<file path="config.mk">
export PLATFORM = sky130hd
export DESIGN_NAME = hazard_controller_flat
export DESIGN_NICKNAME = d
export VERILOG_FILES = /design/src/rtl/mips_pkg.sv /design/src/rtl/hazard_controller_if.sv /design/src/rtl/md_sequencer.sv /design/src/rtl/hazard_controller.sv /design/src/flat_wrapper.sv
export SDC_FILE = /design/constraint.sdc
export NUM_CORES = 1
export LEC_CHECK = 0
export ABC_AREA = 1
export BUFFER_PORTS_ARGS = -buffer_cell sky130_fd_sc_hd__buf_2
export CAP_MARGIN = 20
export CORE_MARGIN = 3
export CORE_UTILIZATION = 51
export CTS_BUF_LIST = sky130_fd_sc_hd__clkbuf_2
export DETAILED_ROUTE_END_ITERATION = 6
export PLACE_DENSITY = 0.94
export SETUP_SLACK_MARGIN = 0.02
export SLEW_MARGIN = 25
export SYNTH_ARGS = -nofsm -noshare
export SYNTH_HDL_FRONTEND = slang
export SYNTH_HIERARCHICAL = 1
export SYNTH_SLANG_ARGS = --single-unit
</file>
<file path="constraint.sdc">
create_clock -name clk -period 2 [get_ports clk]
set_input_delay 0.1 -clock clk [delete_from_list [all_inputs] [get_ports clk]]
set_output_delay 0.1 -clock clk [all_outputs]
set_load 0.05 [all_outputs]
</file>
<file path="src/rtl/mips_pkg.sv">
// mips_pkg: shared forwarding encodings and MULT/DIV sequencer states
package mips_pkg;
  localparam logic [1:0] FWD_RF  = 2'b00;
  localparam logic [1:0] FWD_WB  = 2'b01;
  localparam logic [1:0] FWD_MEM = 2'b10;
  typedef enum logic [1:0] {IDLE, BUSY, DONE} md_state_t;
endpackage

</file>
<file path="src/rtl/hazard_controller_if.sv">
// hazard_controller_if: pipeline <-> hazard unit signal bundle
// master: pipeline side (drives register ids/controls, receives selects/stalls)
// slave:  hazard controller side
interface hazard_controller_if #(parameter int REG_W = 5);
  logic [REG_W-1:0] rsD, rtD, rsE, rtE, writeRegE, writeRegM, writeRegW;
  logic branchD, regWriteE, memToRegE, regWriteM, memToRegM, regWriteW, mdStartE;
  logic [1:0] forwardAE, forwardBE;
  logic forwardAD, forwardBD, stallF, stallD, stallE, flushE, mdBusy, mdDone;
  modport master(
    output rsD, rtD, rsE, rtE, writeRegE, writeRegM, writeRegW,
    output branchD, regWriteE, memToRegE, regWriteM, memToRegM, regWriteW, mdStartE,
    input forwardAE, forwardBE, forwardAD, forwardBD, stallF, stallD, stallE, flushE, mdBusy, mdDone
  );
  modport slave(
    input rsD, rtD, rsE, rtE, writeRegE, writeRegM, writeRegW,
    input branchD, regWriteE, memToRegE, regWriteM, memToRegM, regWriteW, mdStartE,
    output forwardAE, forwardBE, forwardAD, forwardBD, stallF, stallD, stallE, flushE, mdBusy, mdDone
  );
endinterface

</file>
<file path="src/rtl/md_sequencer.sv">
// md_sequencer: MULT/DIV occupancy FSM (IDLE -> BUSY x MD_CYCLES-1 -> DONE)
// ports: clk, reset (sync, active-high), start (accepted in IDLE only),
//        busy (in BUSY), done (one cycle in DONE)
module md_sequencer
  import mips_pkg::*;
#(
  parameter int MD_CYCLES = 32
) (
  input  logic clk,
  input  logic reset,
  input  logic start,
  output logic busy,
  output logic done
);
  localparam int CW = $clog2(MD_CYCLES);
  localparam logic [CW-1:0] LOAD = CW'(MD_CYCLES - 2);
  md_state_t state, stateNext;
  logic [CW-1:0] cnt, cntNext;
  always_ff @(posedge clk) begin
    if (reset) begin
      state <= IDLE;
      cnt   <= '0;
    end else begin
      state <= stateNext;
      cnt   <= cntNext;
    end
  end
  always_comb begin
    stateNext = state;
    cntNext   = cnt;
    stateNext = state == IDLE ? (start ? BUSY : IDLE)
              : state == BUSY ? (cnt == '0 ? DONE : BUSY)
              : IDLE;
    cntNext   = (state == IDLE && start) ? LOAD
              : (state == BUSY && cnt != '0) ? cnt - CW'(1)
              : cnt;
  end
  assign busy = state == BUSY;
  assign done = state == DONE;
endmodule

</file>
<file path="src/rtl/hazard_controller.sv">
// hazard_controller: forwarding selects, load-use/branch stalls and MULT/DIV hold
// ports: clk, reset (sync, active-high), hz (hazard_controller_if.slave):
//        register ids/write controls in, forward selects, stallF/D/E, flushE,
//        mdBusy, mdDone out
module hazard_controller
  import mips_pkg::*;
#(
  parameter int MD_CYCLES = 32,
  parameter int REG_W     = 5
) (
  input logic clk,
  input logic reset,
  hazard_controller_if.slave hz
);
  logic mdBusy, mdDone, mdHold, lwStall, brStall;
  function automatic logic hit(input logic we, input logic [REG_W-1:0] dst, input logic [REG_W-1:0] src);
    return we && dst != '0 && dst == src;
  endfunction
  md_sequencer #(.MD_CYCLES(MD_CYCLES)) uMd (
    .clk(clk),
    .reset(reset),
    .start(hz.mdStartE),
    .busy(mdBusy),
    .done(mdDone)
  );
  // Memory stage wins over Writeback: it holds the younger value
  assign hz.forwardAE = hit(hz.regWriteM, hz.writeRegM, hz.rsE) ? FWD_MEM
                      : hit(hz.regWriteW, hz.writeRegW, hz.rsE) ? FWD_WB : FWD_RF;
  assign hz.forwardBE = hit(hz.regWriteM, hz.writeRegM, hz.rtE) ? FWD_MEM
                      : hit(hz.regWriteW, hz.writeRegW, hz.rtE) ? FWD_WB : FWD_RF;
  assign hz.forwardAD = hit(hz.regWriteM, hz.writeRegM, hz.rsD);
  assign hz.forwardBD = hit(hz.regWriteM, hz.writeRegM, hz.rtD);
  assign lwStall = hit(hz.memToRegE && hz.regWriteE, hz.writeRegE, hz.rsD)
                || hit(hz.memToRegE && hz.regWriteE, hz.writeRegE, hz.rtD);
  assign brStall = hz.branchD && (hit(hz.regWriteE, hz.writeRegE, hz.rsD) || hit(hz.regWriteE, hz.writeRegE, hz.rtD)
                || hit(hz.memToRegM, hz.writeRegM, hz.rsD) || hit(hz.memToRegM, hz.writeRegM, hz.rtD));
  // Freeze F/D/E on the issue cycle too; a start seen in DONE is not yet accepted
  assign mdHold    = mdBusy || (hz.mdStartE && !mdDone);
  assign hz.stallF = !reset && (mdHold || lwStall || brStall);
  assign hz.stallD = !reset && (mdHold || lwStall || brStall);
  assign hz.stallE = !reset && mdHold;
  assign hz.flushE = !reset && !mdHold && (lwStall || brStall);
  assign hz.mdBusy = mdBusy;
  assign hz.mdDone = mdDone;
endmodule
</file>
<file path="src/flat_wrapper.sv">
// flat-port wrapper written by rule: the top's interface ports become plain ports
module hazard_controller_flat import mips_pkg::*;
#(
  parameter int MD_CYCLES = 32,
  parameter int REG_W     = 5
)
  (clk, reset, hz_rsD, hz_rtD, hz_rsE, hz_rtE, hz_writeRegE, hz_writeRegM, hz_writeRegW, hz_branchD, hz_regWriteE, hz_memToRegE, hz_regWriteM, hz_memToRegM, hz_regWriteW, hz_mdStartE, hz_forwardAE, hz_forwardBE, hz_forwardAD, hz_forwardBD, hz_stallF, hz_stallD, hz_stallE, hz_flushE, hz_mdBusy, hz_mdDone);
  hazard_controller_if #(.REG_W(REG_W)) hz_i ();
  input logic clk;
  input logic reset;
  input wire logic [$bits(hz_i.rsD)-1:0] hz_rsD;
  input wire logic [$bits(hz_i.rtD)-1:0] hz_rtD;
  input wire logic [$bits(hz_i.rsE)-1:0] hz_rsE;
  input wire logic [$bits(hz_i.rtE)-1:0] hz_rtE;
  input wire logic [$bits(hz_i.writeRegE)-1:0] hz_writeRegE;
  input wire logic [$bits(hz_i.writeRegM)-1:0] hz_writeRegM;
  input wire logic [$bits(hz_i.writeRegW)-1:0] hz_writeRegW;
  input wire logic [$bits(hz_i.branchD)-1:0] hz_branchD;
  input wire logic [$bits(hz_i.regWriteE)-1:0] hz_regWriteE;
  input wire logic [$bits(hz_i.memToRegE)-1:0] hz_memToRegE;
  input wire logic [$bits(hz_i.regWriteM)-1:0] hz_regWriteM;
  input wire logic [$bits(hz_i.memToRegM)-1:0] hz_memToRegM;
  input wire logic [$bits(hz_i.regWriteW)-1:0] hz_regWriteW;
  input wire logic [$bits(hz_i.mdStartE)-1:0] hz_mdStartE;
  output wire logic [$bits(hz_i.forwardAE)-1:0] hz_forwardAE;
  output wire logic [$bits(hz_i.forwardBE)-1:0] hz_forwardBE;
  output wire logic [$bits(hz_i.forwardAD)-1:0] hz_forwardAD;
  output wire logic [$bits(hz_i.forwardBD)-1:0] hz_forwardBD;
  output wire logic [$bits(hz_i.stallF)-1:0] hz_stallF;
  output wire logic [$bits(hz_i.stallD)-1:0] hz_stallD;
  output wire logic [$bits(hz_i.stallE)-1:0] hz_stallE;
  output wire logic [$bits(hz_i.flushE)-1:0] hz_flushE;
  output wire logic [$bits(hz_i.mdBusy)-1:0] hz_mdBusy;
  output wire logic [$bits(hz_i.mdDone)-1:0] hz_mdDone;
  assign hz_i.rsD = hz_rsD;
  assign hz_i.rtD = hz_rtD;
  assign hz_i.rsE = hz_rsE;
  assign hz_i.rtE = hz_rtE;
  assign hz_i.writeRegE = hz_writeRegE;
  assign hz_i.writeRegM = hz_writeRegM;
  assign hz_i.writeRegW = hz_writeRegW;
  assign hz_i.branchD = hz_branchD;
  assign hz_i.regWriteE = hz_regWriteE;
  assign hz_i.memToRegE = hz_memToRegE;
  assign hz_i.regWriteM = hz_regWriteM;
  assign hz_i.memToRegM = hz_memToRegM;
  assign hz_i.regWriteW = hz_regWriteW;
  assign hz_i.mdStartE = hz_mdStartE;
  assign hz_forwardAE = hz_i.forwardAE;
  assign hz_forwardBE = hz_i.forwardBE;
  assign hz_forwardAD = hz_i.forwardAD;
  assign hz_forwardBD = hz_i.forwardBD;
  assign hz_stallF = hz_i.stallF;
  assign hz_stallD = hz_i.stallD;
  assign hz_stallE = hz_i.stallE;
  assign hz_flushE = hz_i.flushE;
  assign hz_mdBusy = hz_i.mdBusy;
  assign hz_mdDone = hz_i.mdDone;
  hazard_controller #(.MD_CYCLES(MD_CYCLES), .REG_W(REG_W)) u_core (.clk(clk), .reset(reset), .hz(hz_i));
endmodule
</file>
# Yosys cells after proc, flatten, opt, wreduce, memory -nomap -nowiden
# Index checks and enable logic that the tools add are counted.
classes:
  mux: 10
  eq_ne: 10
  n_reduce_logical: 45
  add_sub_neg: 1
op_table:
  columns: ["op", "n"]
  rows:
  - ["$eq A5 B5 Y1", 8]
  - ["$logic_and A1 B1 Y1", 26]
  - ["$reduce_bool A5 Y1", 4]
  - ["$mux W2", 5]
  - ["$mux W5", 2]
  - ["$logic_or A1 B1 Y1", 8]
  - ["$logic_not A5 Y1", 1]
  - ["$sub A5 B1 Y5 const B", 1]
  - ["$logic_not A1 Y1", 3]
  - ["$mux W1", 3]
  - ["$eq A2 B1 Y1 const B", 1]
  - ["$eq A2 B2 Y1 const B", 1]
  - ["$logic_not A2 Y1", 1]
  - ["$reduce_bool A2 Y1", 1]
  - ["$reduce_or A2 Y1", 1]
totals:
  wordCells: 69
  output_inout_bits: 12
  register_bits: 7
  inputBits: 44

# Logic depth before layout (Yosys ltp)
depth:
  depth_word: 9
  depth_mapped: 12
  mapped_depth_nobuf: 10

# Cells and area by module
# Netlist, hierarchy kept.
modules_own_cells:
  columns: ["mod", "seq_area_each_um2", "n_inst", "area_per_inst_um2", "cells_per_inst"]
  rows:
  - ["hazard_controller", 0.0, 1, 759.5, 146]
  - ["md_sequencer", 140.1, 1, 379.1, 50]

# Worst setup path before layout
# OpenSTA, ideal clock, no wires.
synth_timing:
  kind: "reg-to-output"
  startpoint: "reg u_core.uMd.state[1]"
  endpoint: "out hz_stallF"
  path_buffers: 1
  required_time_ps: 1900
  setup_slack_ps: -445
  stages_incl_launch_ff: 9
  arrival_ps: 2345
  cell_sequence: "dfxtp_1 -> inv_1 -> nor2_1 -> inv_1 -> a21oi_1 -> nor2_1 -> inv_1 -> nand2_1 -> buf_4"
synth_between:
  elab_chain_cells: 7
  elab_cells_between_ends: 8
  cone_classes: "2 x eq/ne; 6 x reduce/logical"
synth_lines:
  columns: ["item", "line_no", "text"]
  rows:
  - ["start, declared", "md_sequencer.sv:17", "md_state_t state, stateNext;"]
  - ["start signal, assigned", "md_sequencer.sv:24", "state <= stateNext;"]
  - ["$eq A2 B2 Y1", "md_sequencer.sv:39", "assign done = state == DONE;"]
  - ["named net hz_mdDone", "flat_wrapper.sv:34", "output wire logic [$bits(hz_i.mdDone)-1:0] hz_mdDone;"]
  - ["$logic_not A1 Y1", "hazard_controller.sv:38", "assign mdHold = mdBusy || (hz.mdStartE && !mdDone);"]
  - ["$logic_and A1 B1 Y1", "hazard_controller.sv:38", null]
  - ["$logic_or A1 B1 Y1", "hazard_controller.sv:38", null]
  - ["$logic_or A1 B1 Y1 (2 in a row)", null, null]
  - ["$logic_and A1 B1 Y1", null, null]
  - ["end, declared", "flat_wrapper.sv:29", "output wire logic [$bits(hz_i.stallF)-1:0] hz_stallF;"]
# The timed path passes the listed nets, and every way through them passes these cells.

# Worst setup path in the final report
layout_timing:
  startpoint: "reg u_core.uMd.state[1]"
  endpoint: "out hz_flushE"
layout_between:
  elab_chain_cells: 7
  elab_cells_between_ends: 8
  cone_classes: "2 x eq/ne; 6 x reduce/logical"
layout_lines:
  columns: ["item", "line_no", "text"]
  rows:
  - ["$eq A2 B2 Y1", "md_sequencer.sv:39", null]
  - ["$logic_not A1 Y1", "hazard_controller.sv:38", null]
  - ["$logic_and A1 B1 Y1", "hazard_controller.sv:38", null]
  - ["$logic_or A1 B1 Y1 *", "hazard_controller.sv:38", null]
  - ["$logic_not A1 Y1 *", "hazard_controller.sv:42", "assign hz.flushE = !reset && !mdHold && (lwStall || brStall);"]
  - ["$logic_and A1 B1 Y1 * (2 in a row)", "hazard_controller.sv:42", null]
  - ["end, declared", "flat_wrapper.sv:32", "output wire logic [$bits(hz_i.flushE)-1:0] hz_flushE;"]
# Mark *: on every way between the ends. The rest lies on a longest branch, timed or not.

==> impl_metrics.py <==
metrics = {
    "timing": {
        "worst_pin_slew_ns": 0.2619,
        "period_share": 0.8160,
        "min_period_ns": 1.632,
        "relSlewSlack": 0.8248,
        "rsz0062_at_grt": "no",
        "setup_viol": 0,
        "slew_violations": 0,
        "tns_ns": 0,
        "fmax_mhz": 612.8,
        "hold_violations": 0,
        "skew_ns": 0.001985,
        "setup_slack_ns": 0.3680,
    },
    "yosys": {
        "synthCells": 196,
        "synth_fp_nets": 241,
        "syn_avg_cell_area_um2": 5.809,
        "yosysTopAreaCell": "nand2_1",
        "synth_area_mm2": 0.001139,
        "ys_types": 25,
        "yosysSeqAreaShare": 0.1231,
        "ys_seq_elements": 7,
        "synth_top_cells_by_area": "nand2_1, dfxtp_1, xnor2_1",
        "synth_top_area_frac": 0.1846,
        "yosys_warnings": 6,
    },
    "cells_and_area": {
        "area_delta_synth_final_pct": 27.25,
        "drive_gt1_frac": 0.3108,
        "fillers": 183,
        "layout_common_cells": "nand2_1, buf_2, inv_1, nor2_1, xnor2_1",
        "stdcell_count": 278,
        "mostFrequentLayoutCell": "nand2_1",
        "n_antenna_cell": 0,
        "layout.nets": 297,
        "fin_area_mm2": 0.001449,
    },
    "run_status": {
        "status": "completed",
    },
    "placed_design": {
        "post-place-ws_ns": 0.6031,
        "hpwlAfterDp_um": 2477,
        "gp_congestion": 0.7983,
        "portBuffers": 55,
        "placedInstanceArea_mm2": 0.001429,
        "dp_cells": 274,
    },
    "floorplanning": {
        "core_mm2": 0.002042,
        "row_count": 16,
        "io_pins": 56,
        "die_h_um": 53.25,
        "initial_utilization": 0.5576,
        "die_w_um": 53.25,
        "die_area_mm2": 0.002836,
    },
    "global_routing": {
        "grt_max_degree": 8,
        "grt_pass1_vias": 1152,
        "grt_usage": 0.2063,
        "grt_pass1_wl_um": 4512,
        "grt.overflow.total": 0,
        "antenna_found_initial": 0,
    },
    "power_and_ir_drop": {
        "power.density_mw_per_mm2": 431.2,
        "p_leak_uw": 0.0008651,
        "vdd_drop_max_mv": 0.3149,
        "p_total_uw": 624.7,
    },
    "routing": {
        "vias": 1300,
        "wl_um": 2791,
        "via_per_inst": 4.676,
        "drt_iter0_markers": 22,
        "drc": 0,
        "drtAntennaViolNets": 0,
        "drtPass1Iterations": 4,
        "detail_route.wl_per_cell_um": 10.04,
    },
    "clocking": {
        "cts_made_buffers": 3,
        "postCtsHoldBufs": 0,
        "clkSinkCount": 7,
        "cts.clk_slew.worst_paths_ns": 0.07,
        "cts_tree": "built",
        "clock_path_buffers": 2,
        "h-tree-depth": 1,
        "post_cts_buffers": 0,
        "clock_tree.root_cell": "clkbuf_2",
        "clock_latency_ns": 0.22,
        "cts_resized": 0,
    },
    "critical_path": {
        "crit_fanout": 2,
        "cp.required_ns": 1.90,
        "timing.rr.end": "u_core/uMd/cnt[3]$_SDFFE_PP0P_",
        "critPathLaunchType": "register",
        "cp.arrival_ns": 1.53,
        "crit_path_end_kind": "output pin",
        "reg2reg_depth": 9,
        "reg2reg_from": "u_core/uMd/cnt[0]$_SDFFE_PP0P_",
        "r2r_slack_ns": 0.75,
        "crit_type": "reg -> out",
    },
    "min_path": {
        "hold_start": "reset",
        "whs_endpoint": "u_core/uMd/cnt[4]$_SDFFE_PP0P_",
        "hp-class": "in -> reg",
        "holdPathStages": 2,
    },
    "job": {
        "maxCapViolations": 0,
    },
}
synth_stat cells:
master / number
a21oi_1: 5
buf_2: 1
buf_4: 3
dfxtp_1: 7
ha_1: 1
inv_1: 31
inv_2: 4
nand2_1: 56
nand2_2: 1
nand2_4: 2
nand3_1: 12
nand3_2: 1
nand3_4: 1
nand3b_1: 1
nand4_1: 2
nand4_2: 1
nor2_1: 28
nor2_2: 3
nor2_4: 1
nor3_1: 3
nor4_4: 2
o211ai_1: 1
o21ai_0: 3
xnor2_1: 15
xor2_1: 11
metal layers:
metal / track usage / share of wire / vias up
met2: 0.4082 / 0.53 / 28
met1: 0.2357 / 0.43 / 569
li1: - / - / 703
met5: 0 / 0 / -
met4: 0.04681 / 0 / 0
met3: 0.008451 / 0.036 / 0
per-stage QoR:
step	hold slack, ns	utilization
2_1_floorplan	0.1691	-
3_3_place_gp	0.3645	0.6998
3_5_place_dp	0.3708	0.6998
4_1_cts	0.1308	0.7096
5_1_grt	0.1308	0.7096
6_report	0.1368	0.7096
cell families after synthesis:
| family | Yosys count | synth area share |
|---|---|---|
| adders and majority gates | 1 | 0.01099 |
| DFF | 7 | 0.1231 |
| AOI/OAI and AO/OA | 9 | 0.04175 |
| xor gates and xnor gates | 26 | 0.2000 |
| and+or+nand+nor | 114 | 0.4846 |
| buffers and inverters | 39 | 0.1395 |
power by group:
part | internal, uW | switching (uW)
Combinational | 136 | 220
Sequential | 155 | 13.5
Clock | 53.2 | 47.2
Total | 344 | 281
registers in the layout, summed over array words and instances (netlist names):
signal,flops
u_core/uMd/cnt,5
u_core/uMd/state,2
area by class of cell:
class / instances / area [um^2] / area share
well taps: 27 / 33.78 / 0.02332
clock buffers: 4 / 20.02 / 0.01382
flip-flops and latches: 7 / 140.1 / 0.09672
inverters: 35 / 131.4 / 0.09067
repair buffers: 55 / 275.3 / 0.1900
multi-input cells: 150 / 848.3 / 0.5855
worst max-delay path: stages (launching register included):
cell and delay, ns:
dfxtp_1 0.38, inv_1 0.11, nor2_2 0.11, inv_1 0.05, a21oi_1 0.21, nand2_1 0.10, a21oi_2 0.10, buf_2 0.26
how the worst max path moves through the flow:
stage,from,endpoint,cells after the start
floorplan,u_core/uMd/state[0]$_SDFF_PP0_,hz_stallF,7
global placement,u_core/uMd/state[1]$_SDFF_PP0_,hz_flushE,7
detailed placement,u_core/uMd/state[1]$_SDFF_PP0_,hz_flushE,7
CTS,u_core/uMd/state[1]$_SDFF_PP0_,hz_flushE,7
global route,u_core/uMd/state[1]$_SDFF_PP0_,hz_flushE,7
finish,u_core/uMd/state[1]$_SDFF_PP0_,hz_flushE,7
No activity file was read; power rests on OpenSTA's default activity.
